`src/rtl/node_injector.sv`:
```
// Node-side packet injector: segments descriptors and payload words into flits on one VC per packet.
// Optional build macro NODE_INJ_RR_VC_EN selects round-robin VC choice; otherwise fixed priority.

package noc_params;
    localparam int VC_NUM            = 2;
    localparam int VC_SIZE           = (VC_NUM > 1) ? $clog2(VC_NUM) : 1;
    localparam int DEST_ADDR_SIZE_X  = 2;
    localparam int DEST_ADDR_SIZE_Y  = 2;
    localparam int FLIT_DATA_SIZE    = 16;
    localparam int HEAD_PAYLOAD_SIZE = FLIT_DATA_SIZE - DEST_ADDR_SIZE_X - DEST_ADDR_SIZE_Y;

    typedef enum logic [1:0] {
        HEAD     = 2'd0,
        BODY     = 2'd1,
        TAIL     = 2'd2,
        HEADTAIL = 2'd3
    } flit_label_t;

    typedef struct packed {
        logic [DEST_ADDR_SIZE_X-1:0]  x_dest;
        logic [DEST_ADDR_SIZE_Y-1:0]  y_dest;
        logic [HEAD_PAYLOAD_SIZE-1:0] head_pl;
    } head_data_t;

    typedef union packed {
        head_data_t                head_data;
        logic [FLIT_DATA_SIZE-1:0] bt_pl;
    } flit_data_t;

    typedef struct packed {
        flit_label_t        flit_label;
        logic [VC_SIZE-1:0] vc_id;
        flit_data_t         data;
    } flit_t;
endpackage

// state | meaning
// IDLE  | ready for a new descriptor
// ALLOC | waiting for a VC that is both allocatable and on; issues the head flit
// SEND  | streaming body/tail flits on the latched VC while its credit is on
module node_injector
    import noc_params::*;
#(
    parameter int MAX_PKT_LEN = 8
)(
    input  logic                             clk,
    input  logic                             rst,
    input  logic                             pkt_valid_i,
    output logic                             pkt_ready_o,
    input  logic [DEST_ADDR_SIZE_X-1:0]      pkt_x_dest_i,
    input  logic [DEST_ADDR_SIZE_Y-1:0]      pkt_y_dest_i,
    input  logic [$clog2(MAX_PKT_LEN+1)-1:0] pkt_len_i,
    input  logic [HEAD_PAYLOAD_SIZE-1:0]     pkt_head_pl_i,
    input  logic                             pl_valid_i,
    output logic                             pl_ready_o,
    input  logic [FLIT_DATA_SIZE-1:0]        pl_data_i,
    output flit_t                            data_o,
    output logic                             is_valid_o,
    input  logic [VC_NUM-1:0]                is_on_off_i,
    input  logic [VC_NUM-1:0]                is_allocatable_i
);

    localparam int LEN_W = $clog2(MAX_PKT_LEN + 1);
    localparam int CNT_W = (MAX_PKT_LEN > 1) ? $clog2(MAX_PKT_LEN) : 1;

    typedef enum logic [1:0] {
        IDLE  = 2'd0,
        ALLOC = 2'd1,
        SEND  = 2'd2
    } state_t;

    state_t                       state_q, state_d;
    logic [LEN_W-1:0]             len_q, len_norm;
    logic [CNT_W-1:0]             cnt_q;
    logic [DEST_ADDR_SIZE_X-1:0]  x_q;
    logic [DEST_ADDR_SIZE_Y-1:0]  y_q;
    logic [HEAD_PAYLOAD_SIZE-1:0] head_pl_q;
    logic [VC_SIZE-1:0]           vc_q;
    flit_t                        data_q, flit_d;
    logic                         valid_q, valid_d;

    logic [VC_NUM-1:0]            cand;
    logic [VC_SIZE-1:0]           sel_vc;
    logic                         sel_found;
    logic                         accept, head_fire, bt_fire;
    logic                         single_flit, last_flit;

    assign cand        = is_allocatable_i & is_on_off_i;
    assign single_flit = (len_q == LEN_W'(1));
    assign last_flit   = (LEN_W'(cnt_q) == (len_q - LEN_W'(1)));
    assign data_o      = data_q;
    assign is_valid_o  = valid_q;

    // Zero-length requests still carry a head, so they become single-flit packets.
    always_comb begin
        len_norm = pkt_len_i;
        if (pkt_len_i == '0) begin
            len_norm = LEN_W'(1);
        end else if (pkt_len_i > LEN_W'(MAX_PKT_LEN)) begin
            len_norm = LEN_W'(MAX_PKT_LEN);
        end
    end

`ifdef NODE_INJ_RR_VC_EN
    logic [VC_SIZE-1:0] last_vc_q;

    always_comb begin
        sel_found = 1'b0;
        sel_vc    = '0;
        for (int i = 0; i < VC_NUM; i++) begin
            if (!sel_found && cand[(int'(last_vc_q) + 1 + i) % VC_NUM]) begin
                sel_found = 1'b1;
                sel_vc    = VC_SIZE'((int'(last_vc_q) + 1 + i) % VC_NUM);
            end
        end
    end

    // Reset value makes the very first search start at VC0.
    always_ff @(posedge clk or negedge rst) begin
        if (!rst) begin
            last_vc_q <= VC_SIZE'(VC_NUM - 1);
        end else if (head_fire) begin
            last_vc_q <= sel_vc;
        end
    end
`else
    always_comb begin
        sel_found = 1'b0;
        sel_vc    = '0;
        for (int i = 0; i < VC_NUM; i++) begin
            if (!sel_found && cand[i]) begin
                sel_found = 1'b1;
                sel_vc    = VC_SIZE'(i);
            end
        end
    end
`endif

    always_comb begin
        state_d     = state_q;
        flit_d      = '0;
        valid_d     = 1'b0;
        pkt_ready_o = 1'b0;
        pl_ready_o  = 1'b0;
        accept      = 1'b0;
        head_fire   = 1'b0;
        bt_fire     = 1'b0;

        case (state_q)
            IDLE: begin
                pkt_ready_o = rst;
                if (pkt_valid_i && rst) begin
                    accept  = 1'b1;
                    state_d = ALLOC;
                end
            end

            ALLOC: begin
                if (sel_found) begin
                    head_fire                     = 1'b1;
                    valid_d                       = 1'b1;
                    flit_d.flit_label             = single_flit ? HEADTAIL : HEAD;
                    flit_d.vc_id                  = sel_vc;
                    flit_d.data.head_data.x_dest  = x_q;
                    flit_d.data.head_data.y_dest  = y_q;
                    flit_d.data.head_data.head_pl = head_pl_q;
                    state_d                       = single_flit ? IDLE : SEND;
                end
            end

            SEND: begin
                // Only the latched VC's credit matters; allocatable flags are ignored here.
                pl_ready_o = is_on_off_i[vc_q];
                if (pl_valid_i && pl_ready_o) begin
                    bt_fire           = 1'b1;
                    valid_d           = 1'b1;
                    flit_d.flit_label = last_flit ? TAIL : BODY;
                    flit_d.vc_id      = vc_q;
                    flit_d.data.bt_pl = pl_data_i;
                    if (last_flit) begin
                        state_d = IDLE;
                    end
                end
            end

            default: begin
                state_d = IDLE;
            end
        endcase
    end

    always_ff @(posedge clk or negedge rst) begin
        if (!rst) begin
            state_q   <= IDLE;
            len_q     <= '0;
            cnt_q     <= '0;
            x_q       <= '0;
            y_q       <= '0;
            head_pl_q <= '0;
            vc_q      <= '0;
            data_q    <= '0;
            valid_q   <= 1'b0;
        end else begin
            state_q <= state_d;
            data_q  <= flit_d;
            valid_q <= valid_d;
            if (accept) begin
                len_q     <= len_norm;
                x_q       <= pkt_x_dest_i;
                y_q       <= pkt_y_dest_i;
                head_pl_q <= pkt_head_pl_i;
            end
            if (head_fire) begin
                vc_q  <= sel_vc;
                cnt_q <= CNT_W'(1);
            end else if (bt_fire) begin
                cnt_q <= cnt_q + CNT_W'(1);
            end
        end
    end

endmodule

```
`config.mk`:
```
export PLATFORM = sky130hd
export DESIGN_NAME = node_injector
export DESIGN_NICKNAME = d
export VERILOG_FILES = /design/src/rtl/node_injector.sv
export SDC_FILE = /design/constraint.sdc
export NUM_CORES = 1
export LEC_CHECK = 0
export CAP_MARGIN = 40
export CORE_ASPECT_RATIO = 0.9
export CORE_MARGIN = 2
export CORE_UTILIZATION = 40
export DETAILED_ROUTE_END_ITERATION = 8
export GPL_TIMING_DRIVEN = 0
export PLACE_DENSITY = 0.76
export RECOVER_POWER = 25
export SLEW_MARGIN = 40
export SYNTH_ARGS = -nofsm -noshare
export SYNTH_HDL_FRONTEND = slang
export SYNTH_SLANG_ARGS = --single-unit
```
`constraint.sdc`:
```
create_clock -name clk -period 2.35 [get_ports clk]
set_input_delay 0.235 -clock clk [delete_from_list [all_inputs] [get_ports clk]]
set_output_delay 0.235 -clock clk [all_outputs]
set_load 0.005 [all_outputs]
```
==> impl_results.md <==
* Outcome: finished clean
* Clk slew on worst S/H paths at approximately 0.090 ns
* First-pass GRT wire length at roughly 7.4 mm
* Worst Tran Pin Value at between 0.5 and 0.6 ns
* Post-DR vias/cell at a little under 5
* I/O pin count at 66
* Static leakage at 1.22 nW
* Critical R2R Capture: state_q[1]
* Max_slew headroom at about two thirds
* Max_cap viols at 0
* YS warnings at 0
* P&R area growth vs syn at 41.3%
* Design area at roughly 3000 um2
* Critical R2R Launch: len_q[0]
* Final Cycle Share at between 90% and 100%
* Critical Setup Path Class: in -> reg
* Mapped Area at approximately 2100 um2
* Post-synth EDFFs at 0
* Die X at 80.3 um
* Initial core utilization at 42.3%
* Final Skew at between 0.006 and 0.007 ns
* Most frequent cells in the layout: clkdlybuf4s50_1 (64), dfrtp_1 (46), mux2_2 (18), a22oi_1 (18), nor2b_1 (17)
* Grt ovf at 0
* Synth area leaders: dfrtp_1 (55%), mux2_2 (9.7%), a22oi_1 (6.4%)
* Top_reg_cell synth: dfrtp_1
* R2r setup slk at 0.31 ns
* Cts bufs inserted at 5
* Area of the multi-input gates at around 890 um2
* Total global-route track usage at between 15 and 20%
* Fin worst setup slack at 0.172 ns
* Clock network fraction of total power at 19.7%
* Largest net degree at the start of global routing at 41
* I/O Buffers at 65
* Comb power frac at about 39%
* Crit end category: register
* Mapped Cells at 177
* Clk root buf: clkbuf_8
* Power Density at about 1000 nW/um2
* 1st-pass router iterations at 4
* Via Count at between 1500 and 2000
* Clk_lat worst skew at ~0.30 ns
* Dpl cell area at 2850 um2
* CTS sink count at 46
* Routed Antenna Nets at 0
* Pins Over Slew Limit at 0
* Synth cell types at 33
* Post-Route WL at about 4.5 mm
* Die Span Y at between 70 and 80 um
* Number of inserted diodes at 0
* Net switching power figure at 0.957 mW
* Synth async-reset ratio at 100%
* Final setup violating endpoints at 0
* Layout cells sized above 1 at 13.5%
* Post-Syn Nets at between 200 and 250
* Power Total at between 2 and 3 mW
* Vias in the first global route at approximately 1600
* CP arrival at about 2.4 ns
* Sequential share of the synthesized area at a little over half
* Syn avg cell area at ~12 um2
* Yosys reg bits at 46
* GPL Wtd Cong at a little under 0.8
* Final #Nets at about 300
* Dpl ws at roughly 0.34 ns
* CTS tree: yes
* DRC marker count from the first detailed-route iteration at 87
* FF+latch area at 1150 um2
* HPWL after detailed placement at approximately 3.4 mm
* Number of cell rows at 24
* CTS H-tree lvls at 2
* CP startpoint kind: input pin
* Commonest non-fill, non-tap cell in the layout: clkdlybuf4s50_1
* Synth top area share at between 50% and 60%
* DR DRC count at 0
* Cell internal pwr at 2.00 mW
* Clk buf depth at 2
* Final Critical Period at around 2.2 ns
* Worst Reg2Reg Path Length in Cells at 6
* Die area at slightly below 6000 um2
* Max frequency at between 400 and 500 MHz
* WL/cell at approximately 14 um
* IR drop worst, VDD at slightly above 0.5 mV
* Worst min path class: in -> async
* WP data required at ~2.5 ns
* Switching Fraction at between 30% and 40%
* Critical Path Fanout Max at 40
* Filler cells at between 400 and 500
* Antenna violations before repair at 0
* Power share of the sequential group at about two fifths
* RSZ-0062 raised after global routing: no
* Core area at around 5000 um2
* Final hold violations at 0
* Cell taking the most area after synthesis: dfrtp_1
-- cells in the mapped netlist (2+ instances only) --
cell type  number
inv_1           7
buf_2           3
and2_1          2
ha_1            6
clkbuf_1        5
nor2_1          5
a41oi_1         2
nand3_1         2
a22oi_1        18
xor2_1          3
o21a_1          2
nand2b_1        3
o22ai_1         2
nand4_1         4
a311oi_1        2
mux2_2         18
dfrtp_1        46
nor2b_1        17
nand2_1        11
o21ai_0         6
-- worst max-delay path by stage --
stage,from,end,slack [ns],depth (start not counted)
finish,rst,len_q[3],0.17,7
global route,rst,x_q[1],0.03,7
CTS,rst,len_q[3],0.15,7
detailed placement,state_q[0],len_q[3],0.34,6
global placement,rst,x_q[1],-1.30,5
floorplan,len_q[0],state_q[1],0.50,6
-- sequential cells by signal (all words and copies together) (netlist names) --
| register | count |
|---|---|
| state_q | 2 |
| len_q | 4 |
| x_q | 2 |
| cnt_q | 3 |
| vc_q | 1 |
| y_q | 2 |
| is_valid_o | 1 |
| head_pl_q | 12 |
| data_o | 19 |
-- layer usage --
metal	vias up	part of all wire [%]	GRT usage, %
met4	0	1.3	5.65
met3	5	5.2	4.08
li1	777	-	-
met5	-	0	0
met1	739	45	21.7
met2	42	48	27.4
-- power by group through the flow --
stage / sequential, mW / combinational [mW] / clock [mW]
global route: 1.25 / 1.29 / 0.623
finish: 1.21 / 1.16 / 0.581
global placement: 1.22 / 1.12 / 0
floorplan: 1.20 / 0.776 / 0
detailed placement: 1.23 / 1.17 / 0
CTS: 1.22 / 1.17 / 0.586
-- critical path, stage by stage --
cell and delay (ns):
dlygate4sd3_1 0.54, buf_4 0.18, buf_12 0.20, and2_1 0.18, nand2_1 0.17, clkbuf_1 0.44, mux2_2 0.40
-- cell type report --
class                   count  share of cell area [%]
clock inverters             1                    1.01
flip-flops and latches     46                    38.9
repair buffers             67                    22.9
inverters                   7                   0.887
well taps                  65                    2.74
multi-input cells         116                    29.9
clock buffers               7                    2.58
plain buffers               8                    1.14
-- per-stage QoR --
stage / TNS (ns) / hold WS [ns] / utilization [%] / cells
after floorplan: 0 / -0.0606 / - / 177
after global routing: 0 / 0.311 / 59.8 / 317
final: 0 / 0.304 / 59.8 / 317
after detailed placement: 0 / 0.0712 / 57.4 / 308
after global placement: -36.70 / 0.488 / 57.1 / 307
after CTS: 0 / 0.301 / 59.8 / 317
-- kinds of logic after synthesis --
kind of cell             count (synthesis)  synth area share [%]
AND/OR/NAND/NOR                         49                  13.2
AO/OA/AOI/OAI                           38                  13.4
XOR/XNOR                                 5                  2.45
adder cells (fa/ha/maj)                  6                  3.58
buffers and inverters                   15                  2.86
multiplexers                            18                  9.67
flip-flops                              46                  54.9
-- repair_timing --
item                                    in CTS  in global routing
hold endpoints to repair                    46                  0
buffers inserted                             0                  0
endpoints found under the setup margin       0                  0
hold buffers                                 1                  0
gates resized for setup                      0                  0
Power figures use the tool's default switching activity.
